--- config.mk ---
export PLATFORM = sky130hd
export DESIGN_NAME = multicycle_control
export DESIGN_NICKNAME = d
export VERILOG_FILES = /design/src/rtl/multicycle_control_pkg.sv /design/src/rtl/multicycle_control_retire_counter.sv /design/src/rtl/multicycle_control.sv
export SDC_FILE = /design/constraint.sdc
export NUM_CORES = 1
export LEC_CHECK = 0
export CAP_MARGIN = 20
export CORE_MARGIN = 2
export CORE_UTILIZATION = 35
export CTS_BUF_LIST = sky130_fd_sc_hd__clkbuf_16
export DETAILED_ROUTE_END_ITERATION = 10
export PLACE_DENSITY = 0.6
export SLEW_MARGIN = 15
export SYNTH_ARGS = -nofsm -noshare
export SYNTH_HDL_FRONTEND = slang
export SYNTH_SLANG_ARGS = --single-unit
--- constraint.sdc ---
create_clock -name CLK -period 4.6 [get_ports CLK]
set_input_delay 0.92 -clock CLK [delete_from_list [all_inputs] [get_ports CLK]]
set_output_delay 0.92 -clock CLK [all_outputs]
set_load 0.05 [all_outputs]
--- src/rtl/multicycle_control_pkg.sv ---
// Shared definitions for the multicycle MIPS-style control unit.
// Holds the state encodings (which are also what the State debug port
// shows), the opcode values the decoder recognises, and the encodings of
// the ALUSrcB, ALUOp and PCSource multiplexer selects.
package multicycle_control_pkg;

  typedef enum logic [3:0] {
    IDLE   = 4'd0,
    FETCH  = 4'd1,
    DECODE = 4'd2,
    MEMADR = 4'd3,
    MEMRD  = 4'd4,
    MEMWB  = 4'd5,
    MEMWR  = 4'd6,
    EXEC   = 4'd7,
    RWB    = 4'd8,
    BRANCH = 4'd9,
    JUMP   = 4'd10,
    TRAP   = 4'd15
  } state_t;

  // Instruction opcodes (instruction bits [31:26])
  localparam logic [5:0] OP_RTYPE = 6'd0;
  localparam logic [5:0] OP_LW    = 6'd35;
  localparam logic [5:0] OP_SW    = 6'd43;
  localparam logic [5:0] OP_BEQ   = 6'd4;
  localparam logic [5:0] OP_BNE   = 6'd5;
  localparam logic [5:0] OP_J     = 6'd2;

  // ALU B operand select
  localparam logic [1:0] SRCB_REG     = 2'b00;
  localparam logic [1:0] SRCB_FOUR    = 2'b01;
  localparam logic [1:0] SRCB_IMM     = 2'b10;
  localparam logic [1:0] SRCB_IMM_SL2 = 2'b11;

  // ALU operation class
  localparam logic [1:0] ALUOP_ADD   = 2'b00;
  localparam logic [1:0] ALUOP_SUB   = 2'b01;
  localparam logic [1:0] ALUOP_FUNCT = 2'b10;

  // Next-PC select
  localparam logic [1:0] PCSRC_ALU    = 2'b00;
  localparam logic [1:0] PCSRC_ALUOUT = 2'b01;
  localparam logic [1:0] PCSRC_JUMP   = 2'b10;

endpackage

--- src/rtl/multicycle_control_retire_counter.sv ---
// Retirement tracking for the multicycle control unit.
// An instruction retires on the cycle that hands control back to FETCH from
// any execution state; IDLE->FETCH (leaving reset) and FETCH->FETCH (memory
// wait) are not retirements.
// Ports:
//   CLK, RESET   - clock and asynchronous active-low reset
//   state        - current FSM state
//   state_next   - FSM state that will be loaded on the next edge
//   InstrDone    - one-cycle retire pulse (combinational from the FSM)
//   InstrCount   - free-running retired-instruction count, wraps to 0
module retire_counter
  import multicycle_control_pkg::*;
(
  input  logic        CLK,
  input  logic        RESET,
  input  state_t      state,
  input  state_t      state_next,
  output logic        InstrDone,
  output logic [31:0] InstrCount
);

  logic [31:0] count_reg;

  // While RESET is low the FSM is held in IDLE, so this pulse is forced low
  // immediately by the asynchronous reset of the state register.
  assign InstrDone = (state_next == FETCH) && (state != IDLE) && (state != FETCH);

  always_ff @(posedge CLK or negedge RESET) begin
    if (!RESET) begin
      count_reg <= '0;
    end else if (InstrDone) begin
      count_reg <= count_reg + 32'd1;
    end
  end

  assign InstrCount = count_reg;

endmodule

--- src/rtl/multicycle_control.sv ---
// Multicycle datapath controller (fetch / decode / execute FSM).
// Sequences the classic multicycle datapath through R-type, lw, sw, beq,
// bne and j instructions, waiting on MemReady for every memory access and
// parking in a sticky TRAP state on any other opcode.
// Ports:
//   CLK, RESET       - clock and asynchronous active-low reset
//   Opcode           - instruction bits [31:26]
//   Zero             - ALU zero flag (branch condition)
//   MemReady         - current memory read/write has completed
//   PCWrite..PCSource- datapath control strobes and mux selects
//   Trap             - illegal opcode seen (held until reset)
//   InstrDone        - one-cycle pulse per retired instruction
//   InstrCount       - retired instruction count
//   State            - current state encoding for debug
module multicycle_control
  import multicycle_control_pkg::*;
(
  input  logic        CLK,
  input  logic        RESET,
  input  logic [5:0]  Opcode,
  input  logic        Zero,
  input  logic        MemReady,
  output logic        PCWrite,
  output logic        IorD,
  output logic        MemRead,
  output logic        MemWrite,
  output logic        IRWrite,
  output logic        MemtoReg,
  output logic        RegDst,
  output logic        RegWrite,
  output logic        ALUSrcA,
  output logic [1:0]  ALUSrcB,
  output logic [1:0]  ALUOp,
  output logic [1:0]  PCSource,
  output logic        Trap,
  output logic        InstrDone,
  output logic [31:0] InstrCount,
  output logic [3:0]  State
);

  state_t     state_reg;
  state_t     state_next;
  logic [5:0] opcode_reg;

  // The opcode is captured as DECODE is left so that MEMADR and BRANCH keep
  // working even if the instruction register is reloaded or changes.
  always_ff @(posedge CLK or negedge RESET) begin
    if (!RESET) begin
      state_reg  <= IDLE;
      opcode_reg <= '0;
    end else begin
      state_reg <= state_next;
      if (state_reg == DECODE) begin
        opcode_reg <= Opcode;
      end
    end
  end

  always_comb begin
    state_next = state_reg;
    PCWrite    = 1'b0;
    IorD       = 1'b0;
    MemRead    = 1'b0;
    MemWrite   = 1'b0;
    IRWrite    = 1'b0;
    MemtoReg   = 1'b0;
    RegDst     = 1'b0;
    RegWrite   = 1'b0;
    ALUSrcA    = 1'b0;
    ALUSrcB    = SRCB_REG;
    ALUOp      = ALUOP_ADD;
    PCSource   = PCSRC_ALU;
    Trap       = 1'b0;

    case (state_reg)
      IDLE: begin
        state_next = FETCH;
      end

      FETCH: begin
        // PC+4 is computed every fetch cycle, but only committed (together
        // with the instruction) once memory has delivered.
        MemRead  = 1'b1;
        ALUSrcB  = SRCB_FOUR;
        ALUOp    = ALUOP_ADD;
        PCSource = PCSRC_ALU;
        IRWrite  = MemReady;
        PCWrite  = MemReady;
        if (MemReady) begin
          state_next = DECODE;
        end
      end

      DECODE: begin
        // Branch target computed speculatively into ALUOut.
        ALUSrcB = SRCB_IMM_SL2;
        ALUOp   = ALUOP_ADD;
        case (Opcode)
          OP_RTYPE:     state_next = EXEC;
          OP_LW, OP_SW: state_next = MEMADR;
          OP_BEQ, OP_BNE: state_next = BRANCH;
          OP_J:         state_next = JUMP;
          default:      state_next = TRAP;
        endcase
      end

      MEMADR: begin
        ALUSrcA = 1'b1;
        ALUSrcB = SRCB_IMM;
        ALUOp   = ALUOP_ADD;
        state_next = (opcode_reg == OP_SW) ? MEMWR : MEMRD;
      end

      MEMRD: begin
        MemRead = 1'b1;
        IorD    = 1'b1;
        if (MemReady) begin
          state_next = MEMWB;
        end
      end

      MEMWB: begin
        RegWrite   = 1'b1;
        MemtoReg   = 1'b1;
        state_next = FETCH;
      end

      MEMWR: begin
        MemWrite = 1'b1;
        IorD     = 1'b1;
        if (MemReady) begin
          state_next = FETCH;
        end
      end

      EXEC: begin
        ALUSrcA    = 1'b1;
        ALUSrcB    = SRCB_REG;
        ALUOp      = ALUOP_FUNCT;
        state_next = RWB;
      end

      RWB: begin
        RegWrite   = 1'b1;
        RegDst     = 1'b1;
        state_next = FETCH;
      end

      BRANCH: begin
        ALUSrcA  = 1'b1;
        ALUSrcB  = SRCB_REG;
        ALUOp    = ALUOP_SUB;
        PCSource = PCSRC_ALUOUT;
        if (opcode_reg == OP_BEQ) begin
          PCWrite = Zero;
        end else if (opcode_reg == OP_BNE) begin
          PCWrite = ~Zero;
        end
        state_next = FETCH;
      end

      JUMP: begin
        PCSource   = PCSRC_JUMP;
        PCWrite    = 1'b1;
        state_next = FETCH;
      end

      TRAP: begin
        Trap = 1'b1;
      end

      // Unused encodings recover through IDLE rather than lock up.
      default: begin
        state_next = IDLE;
      end
    endcase
  end

  assign State = state_reg;

  retire_counter u_retire (
    .CLK        (CLK),
    .RESET      (RESET),
    .state      (state_reg),
    .state_next (state_next),
    .InstrDone  (InstrDone),
    .InstrCount (InstrCount)
  );

endmodule
==> results_dict.tcl, run 1 <==
set metrics [dict create \
    boundaryPins 63 \
    power_density_normalized_to_cell_area_nw_per_um2 544 \
    cts.htree.levels 2 \
    finalPower_mw 1.72 \
    drt_first_iter_violations 90 \
    setup.worst_path.start "Opcode[5]" \
    drt-wirelength-per-cell_microns 14.3 \
    grt_max_degree 43 \
    rsz0062_at_grt "no" \
    synth_common_cells "sky130_fd_sc_hd__dfrtp_1, sky130_fd_sc_hd__nor3_1, sky130_fd_sc_hd__xor2_1" \
    filler_cell_count 617 \
    postSynth.asyncResetShare 1.00 \
    final_min_period_over_clock_period 0.809 \
    worst_setup_path_end_kind "primary output" \
    final_design_area_no_fill_sq_um 3160 \
    viasPerCell 5.13 \
    hold_path_startpoint "u_retire.InstrCount[31]" \
    run_status "completed" \
    drc 0 \
    detailed_place.area_sq_um 3020 \
    area_delta_synth_final_pct 35.2 \
    placeableCoreArea_sq_um 6420 \
    netlist.top_cell.by_area "sky130_fd_sc_hd__dfrtp_1" \
    floorplan.initialDensity 0.364 \
    setup_tns_ns 0 \
    max_slew_margin 0.389 \
    cts_inserted_buffers 5 \
    power.ir.vdd_worst_v 0.000256 \
    critical_path_arrival_ns 2.80 \
    syn_area_per_cell_sq_um 10.1 \
    clk_root_buffer_cell "sky130_fd_sc_hd__clkbuf_16" \
    insertedDiodeCount 0 \
    layout.area.seq_sq_um 1050 \
    timing.final.max_slew_violations 0 \
    rows 29 \
    hpwlAfterDp_mm 3.95 \
    period_needed_ns 3.72 \
    clk_pin_slew_ns 0.06 \
    die_height_microns 85.7 \
    synth_edf_count 0 \
    timing.clock.skew_ns 0.00336 \
    maxCapViolCount 0 \
    critical_path_peak_fanout 8 \
    holdBufCountCts 0 \
    finalSetupViolCount 0 \
    start_kind "input port" \
    synthesis.instances 232 \
    first_global_vias 1837 \
    routed-via-count 1908 \
    power.leakage_nw 1.35 \
    synth_sequential_area_ratio 0.449 \
    fin_nets 305 \
    ys_ff_latch 42 \
    worst_hold_path_class "flip-flop to flip-flop" \
    synth-warning-count 0 \
    synth_area_leaders "sky130_fd_sc_hd__dfrtp_1, sky130_fd_sc_hd__xor2_1, sky130_fd_sc_hd__nor3_1" \
    final_cells 372 \
    fmax_mhz 269 \
    clock_sink_count 42 \
    gp_congestion 0.791 \
    path_class "input port to primary output" \
    yosysTopAreaCellShare 0.449 \
    globalRoute.totalOverflow 0 \
    grt_pass1_wl_mm 8.90 \
    drt-pass1-iter-count 6 \
    combined_area_of_the_multi_input_logic_cells_sq_um 1190 \
    die_w_microns 85.7 \
    yosysUniqueCellTypes 49 \
    hold_viol 0 \
    floorplan.die_area_sq_um 7350 \
    synth.cell_area_sq_um 2340 \
    antenna_found_initial 0 \
    post-cts-setup-buffers 0 \
    clock_path_buffers 2 \
    globalRouteTotalUtil 0.149 \
    post_route_cells_drive_above_1_share 0.105 \
    synth_flop_cell "sky130_fd_sc_hd__dfrtp_1" \
    port-buffer-count 62 \
    placed_cells 364 \
    post_synth_net_total 243 \
    cts-resized-gates 0 \
    tritoncts "built" \
    crit-reg2reg-launch "State[0]" \
    routed_wirelength_mm 5.32 \
    critical_path_required_ns 3.68 \
    synth_most_common_cell "sky130_fd_sc_hd__dfrtp_1" \
    clock_insertion_delay_worst_skew_ns 0.28 \
    antenna_left 0 \
    largest_register_ff_count 32 \
    tightestPinTransition_ns 0.916 \
]
==> through the flow <==
step | worst slack [ns] | utilization | hold slack, ns
5_1_grt | 0.702 | 0.492 | 0.485
6_report | 0.879 | 0.492 | 0.465
2_1_floorplan | 1.09 | - | 0.486
3_5_place_dp | 0.869 | 0.470 | 0.462
3_3_place_gp | 0.908 | 0.470 | 0.455
4_1_cts | 0.861 | 0.492 | 0.470
==> report_power, final <==
group / switching, mW / leakage (nW) / internal, mW
clock: 0.141 / 0.0698 / 0.201
sequential: 0.110 / 0.540 / 0.431
combinational: 0.523 / 0.738 / 0.314
==> cell usage in the layout, fill, tap and decap left out, drive strengths merged, types with 2 or more instances in the layout <==
cell,count
a21boi,3
and2,5
and3,5
buf,3
clkbuf,5
clkdlybuf4s50,60
clkinv,2
dfrtp,42
inv,11
mux2,7
nand2,18
nand2b,4
nand3,12
nand4,10
nor2,16
nor2b,2
nor3,21
nor3b,2
nor4,6
nor4b,3
o21ai,2
o31ai,2
xnor2,13
xor2,20
==> critical path: stages <==
cell and delay, ns:
sky130_fd_sc_hd__clkdlybuf4s50_1 0.53, sky130_fd_sc_hd__nor4_1 0.31, sky130_fd_sc_hd__a31oi_1 0.09, sky130_fd_sc_hd__o41ai_1 0.46, sky130_fd_sc_hd__nand4_4 0.15, sky130_fd_sc_hd__inv_2 0.17, sky130_fd_sc_hd__buf_12 0.16
==> per-layer routing <==
layer	GRT usage	wire length, microns	up-vias
li1	-	-	952
met1	0.222	2700	912
met2	0.219	2410	40
met3	0.0327	187	4
met4	0.0375	35	0
met5	0	0	-
==> layout make-up <==
class	instances	share of cell area
clock buffers	5	0.0396
multi-input cells	171	0.378
inverters	11	0.0131
well taps	77	0.0305
repair buffers	63	0.200
flip-flops and latches	42	0.332
clock inverters	3	0.00673
==> path summary, 6_finish.rpt <==
| check | endpoint | depth (start not counted) | slack (ns) |
|---|---|---|---|
| setup / recovery | InstrDone | 7 | 0.88 |
| min in group asynchronous | u_retire.InstrCount[7] | 1 | 0.78 |
| hold / removal | u_retire.InstrCount[31] | 1 | 0.47 |
| hold reg to reg | u_retire.InstrCount[31] | 1 | 0.47 |
| setup reg to reg | u_retire.InstrCount[14] | 7 | 1.96 |
| max in group asynchronous | State[0] | 1 | 3.25 |
==> cells by family after synthesis <==
group                      synth area share
muxes                                0.0337
AOI/OAI and AO/OA                    0.0712
and+or+nand+nor                       0.273
buffers and inverters                0.0401
xor gates and xnor gates              0.127
adders and majority gates           0.00535
DFF                                   0.449
Power figures use the tool's default switching activity.
==> run 2, diff against run 1 <==
Clock period 4.6 ns to 3.5 ns, I/O delays scaled along.
==> run 2 against run 1 <==
Compared with the run above:
- core utilization grew 0.84 points
- worst hold slack lost 0.0028 ns
- non-clock buffer count grew 5
- register-to-register slack lost 1.1 ns
- sequential share of layout area shrank 0.56 points
- routed wire length grew 0.24%
- critical path depth is the same
- setup slack lost 0.69 ns
- power grew 36%
- via count shrank 0.63%
- sequential power grew 23%
==> results_dict.tcl, run 2 (synthesis gave the netlist of run 1 again) <==
set metrics [dict create \
    hold_path_startpoint "u_retire.InstrCount[31]" \
    power_density_normalized_to_cell_area_nw_per_um2 729 \
    placeableCoreArea_sq_um 6420 \
    cts-resized-gates 0 \
    clock_path_buffers 2 \
    filler_cell_count 598 \
    clk_root_buffer_cell "sky130_fd_sc_hd__clkbuf_16" \
    post_route_cells_drive_above_1_share 0.113 \
    die_w_microns 85.7 \
    tightestPinTransition_ns 0.933 \
    cp.buffers_inverters 3 \
    path_class "input port to primary output" \
    critical_path_peak_fanout 8 \
    start_kind "input port" \
    reg2reg_setup_slack_ns 0.89 \
    globalRouteTotalUtil 0.153 \
    worst_path_depth 7 \
    die_height_microns 85.7 \
    clock_sink_count 42 \
    setup_tns_ns 0 \
    floorplan.die_area_sq_um 7350 \
    power.ir.vdd_worst_v 0.000469 \
    routed_wirelength_mm 5.34 \
    globalRoute.totalOverflow 0 \
    antenna_left 0 \
    fmax_mhz 302 \
    hold_viol 0 \
    viasPerCell 5.03 \
    most-common-layout-cells "sky130_fd_sc_hd__clkdlybuf4s50_1, sky130_fd_sc_hd__dfrtp_1, sky130_fd_sc_hd__nor3_1" \
    period_needed_ns 3.32 \
    maxCapViolCount 0 \
    power.leakage_nw 1.39 \
    largest_register_ff_count 32 \
    final_min_period_over_clock_period 0.947 \
    drc 0 \
    drt-wirelength-per-cell_microns 14.2 \
    grt_pass1_wl_mm 9.04 \
    rsz0062_at_grt "no" \
    run_status "completed" \
    rows 29 \
    insertedDiodeCount 0 \
    cts.htree.levels 2 \
    post-cts-setup-buffers 0 \
    final_core_area_utilization 0.501 \
    gp_congestion 0.762 \
    r2r_cells 8 \
    setup.worst_path.start "Opcode[5]" \
    drt-pass1-iter-count 6 \
    timing.final.max_slew_violations 0 \
    holdBufCountCts 0 \
    clk_pin_slew_ns 0.06 \
    cp_slowest_cell "sky130_fd_sc_hd__clkdlybuf4s50_1" \
    cts_inserted_buffers 5 \
    grt_max_degree 43 \
    max_slew_margin 0.378 \
    port-buffer-count 62 \
    hpwlAfterDp_mm 3.94 \
    area_delta_synth_final_pct 37.5 \
    critical_path_required_ns 2.80 \
    fin_nets 310 \
    crit-reg2reg-launch "State[0]" \
    finalSetupViolCount 0 \
    routed-via-count 1896 \
    boundaryPins 63 \
    first_global_vias 1848 \
    timing.clock.skew_ns 0.00607 \
    drt_first_iter_violations 99 \
    slowest_delay_ns 0.53 \
    critical_path.top_delay_family "buffers and inverters" \
    worst_hold_path_class "flip-flop to flip-flop" \
    rr_endpoint "u_retire.InstrCount[26]" \
    tritoncts "built" \
    crit_path_cell_trace "clkdlybuf4s50_1, nor4b_1, a211oi_1, o31ai_1, nand4_4, inv_2, buf_12" \
    antenna_found_initial 0 \
    critical_path_arrival_ns 2.62 \
    setup.worst_path.end "InstrDone" \
    worst_setup_path_end_kind "primary output" \
    floorplan.initialDensity 0.364 \
    clock_insertion_delay_worst_skew_ns 0.28 \
    layout.cells.most_common "sky130_fd_sc_hd__clkdlybuf4s50_1" \
]
[run 2: cell count changes in the layout (fill, tap and decap cells not counted), sizes merged]
cell,previous run,this run
buf,3,8
bufinv,0,1
clkinv,2,0
clkinvlp,1,0
inv,11,13
[run 2: through the flow]
step           hold WS (ns)  total power, mW  instance area, sq um  setup WS (ns)  cells
2_1_floorplan         0.404             1.49                  2340          0.208    232
3_3_place_gp          0.457             1.85                  3050          0.262    369
3_5_place_dp          0.464             1.85                  3050          0.170    369
4_1_cts               0.472             2.36                  3220          0.173    377
5_1_grt               0.510             2.47                  3220         0.0463    377
6_report              0.462             2.34                  3220          0.185    377
[run 2: worst min-delay path by stage]
stage / slack, ns / cells past startpoint / to
2_1_floorplan: 0.40 / 0 / State[0]
3_3_place_gp: 0.46 / 1 / u_retire.InstrCount[31]
3_5_place_dp: 0.46 / 1 / u_retire.InstrCount[31]
4_1_cts: 0.47 / 1 / u_retire.InstrCount[31]
5_1_grt: 0.51 / 1 / u_retire.InstrCount[18]
6_report: 0.46 / 1 / u_retire.InstrCount[31]
[run 2: layer usage]
layer / vias to the layer above / wire length (microns) / part of all wire / global-route usage
met5: - / 0 / 0 / 0
met4: 0 / 43 / 0.0081 / 0.0433
met3: 5 / 161 / 0.030 / 0.0298
met2: 33 / 2440 / 0.46 / 0.229
met1: 898 / 2690 / 0.50 / 0.224
li1: 960 / - / - / -
[run 2: where the power goes]
group	switching (mW)	total (mW)	internal, mW	leakage, nW
clock	0.178	0.509	0.331	0.0864
combinational	0.733	1.17	0.437	0.763
sequential	0.0989	0.666	0.567	0.540
[run 2: area by class of cell]
| class | count | area, sq um | area share |
|---|---|---|---|
| tap | 77 | 96.3 | 0.0300 |
| clock buffer | 5 | 125 | 0.0389 |
| clock inverter | 3 | 37.5 | 0.0117 |
| timing repair buffer | 68 | 671 | 0.209 |
| multi-input combinational | 171 | 1190 | 0.371 |
| inverter | 11 | 41.3 | 0.0128 |
| sequential | 42 | 1050 | 0.327 |
[run 2: worst reg2reg max path, stage by stage (launching register included)]
cell and delay, ns:
sky130_fd_sc_hd__dfrtp_1 0.48, sky130_fd_sc_hd__buf_4 0.23, sky130_fd_sc_hd__and2_1 0.18, sky130_fd_sc_hd__a32o_2 0.25, sky130_fd_sc_hd__a311oi_4 0.27, sky130_fd_sc_hd__nand4_4 0.14
sky130_fd_sc_hd__buf_4 0.25, sky130_fd_sc_hd__or4_4 0.55, sky130_fd_sc_hd__xnor2_2 0.14
==> run 3, diff against run 2 <==
Settings changed: SLEW_MARGIN 15 to 20.
==> results of run 3 <==
The final DEF is identical to that of run 2; final timing and power are the same.
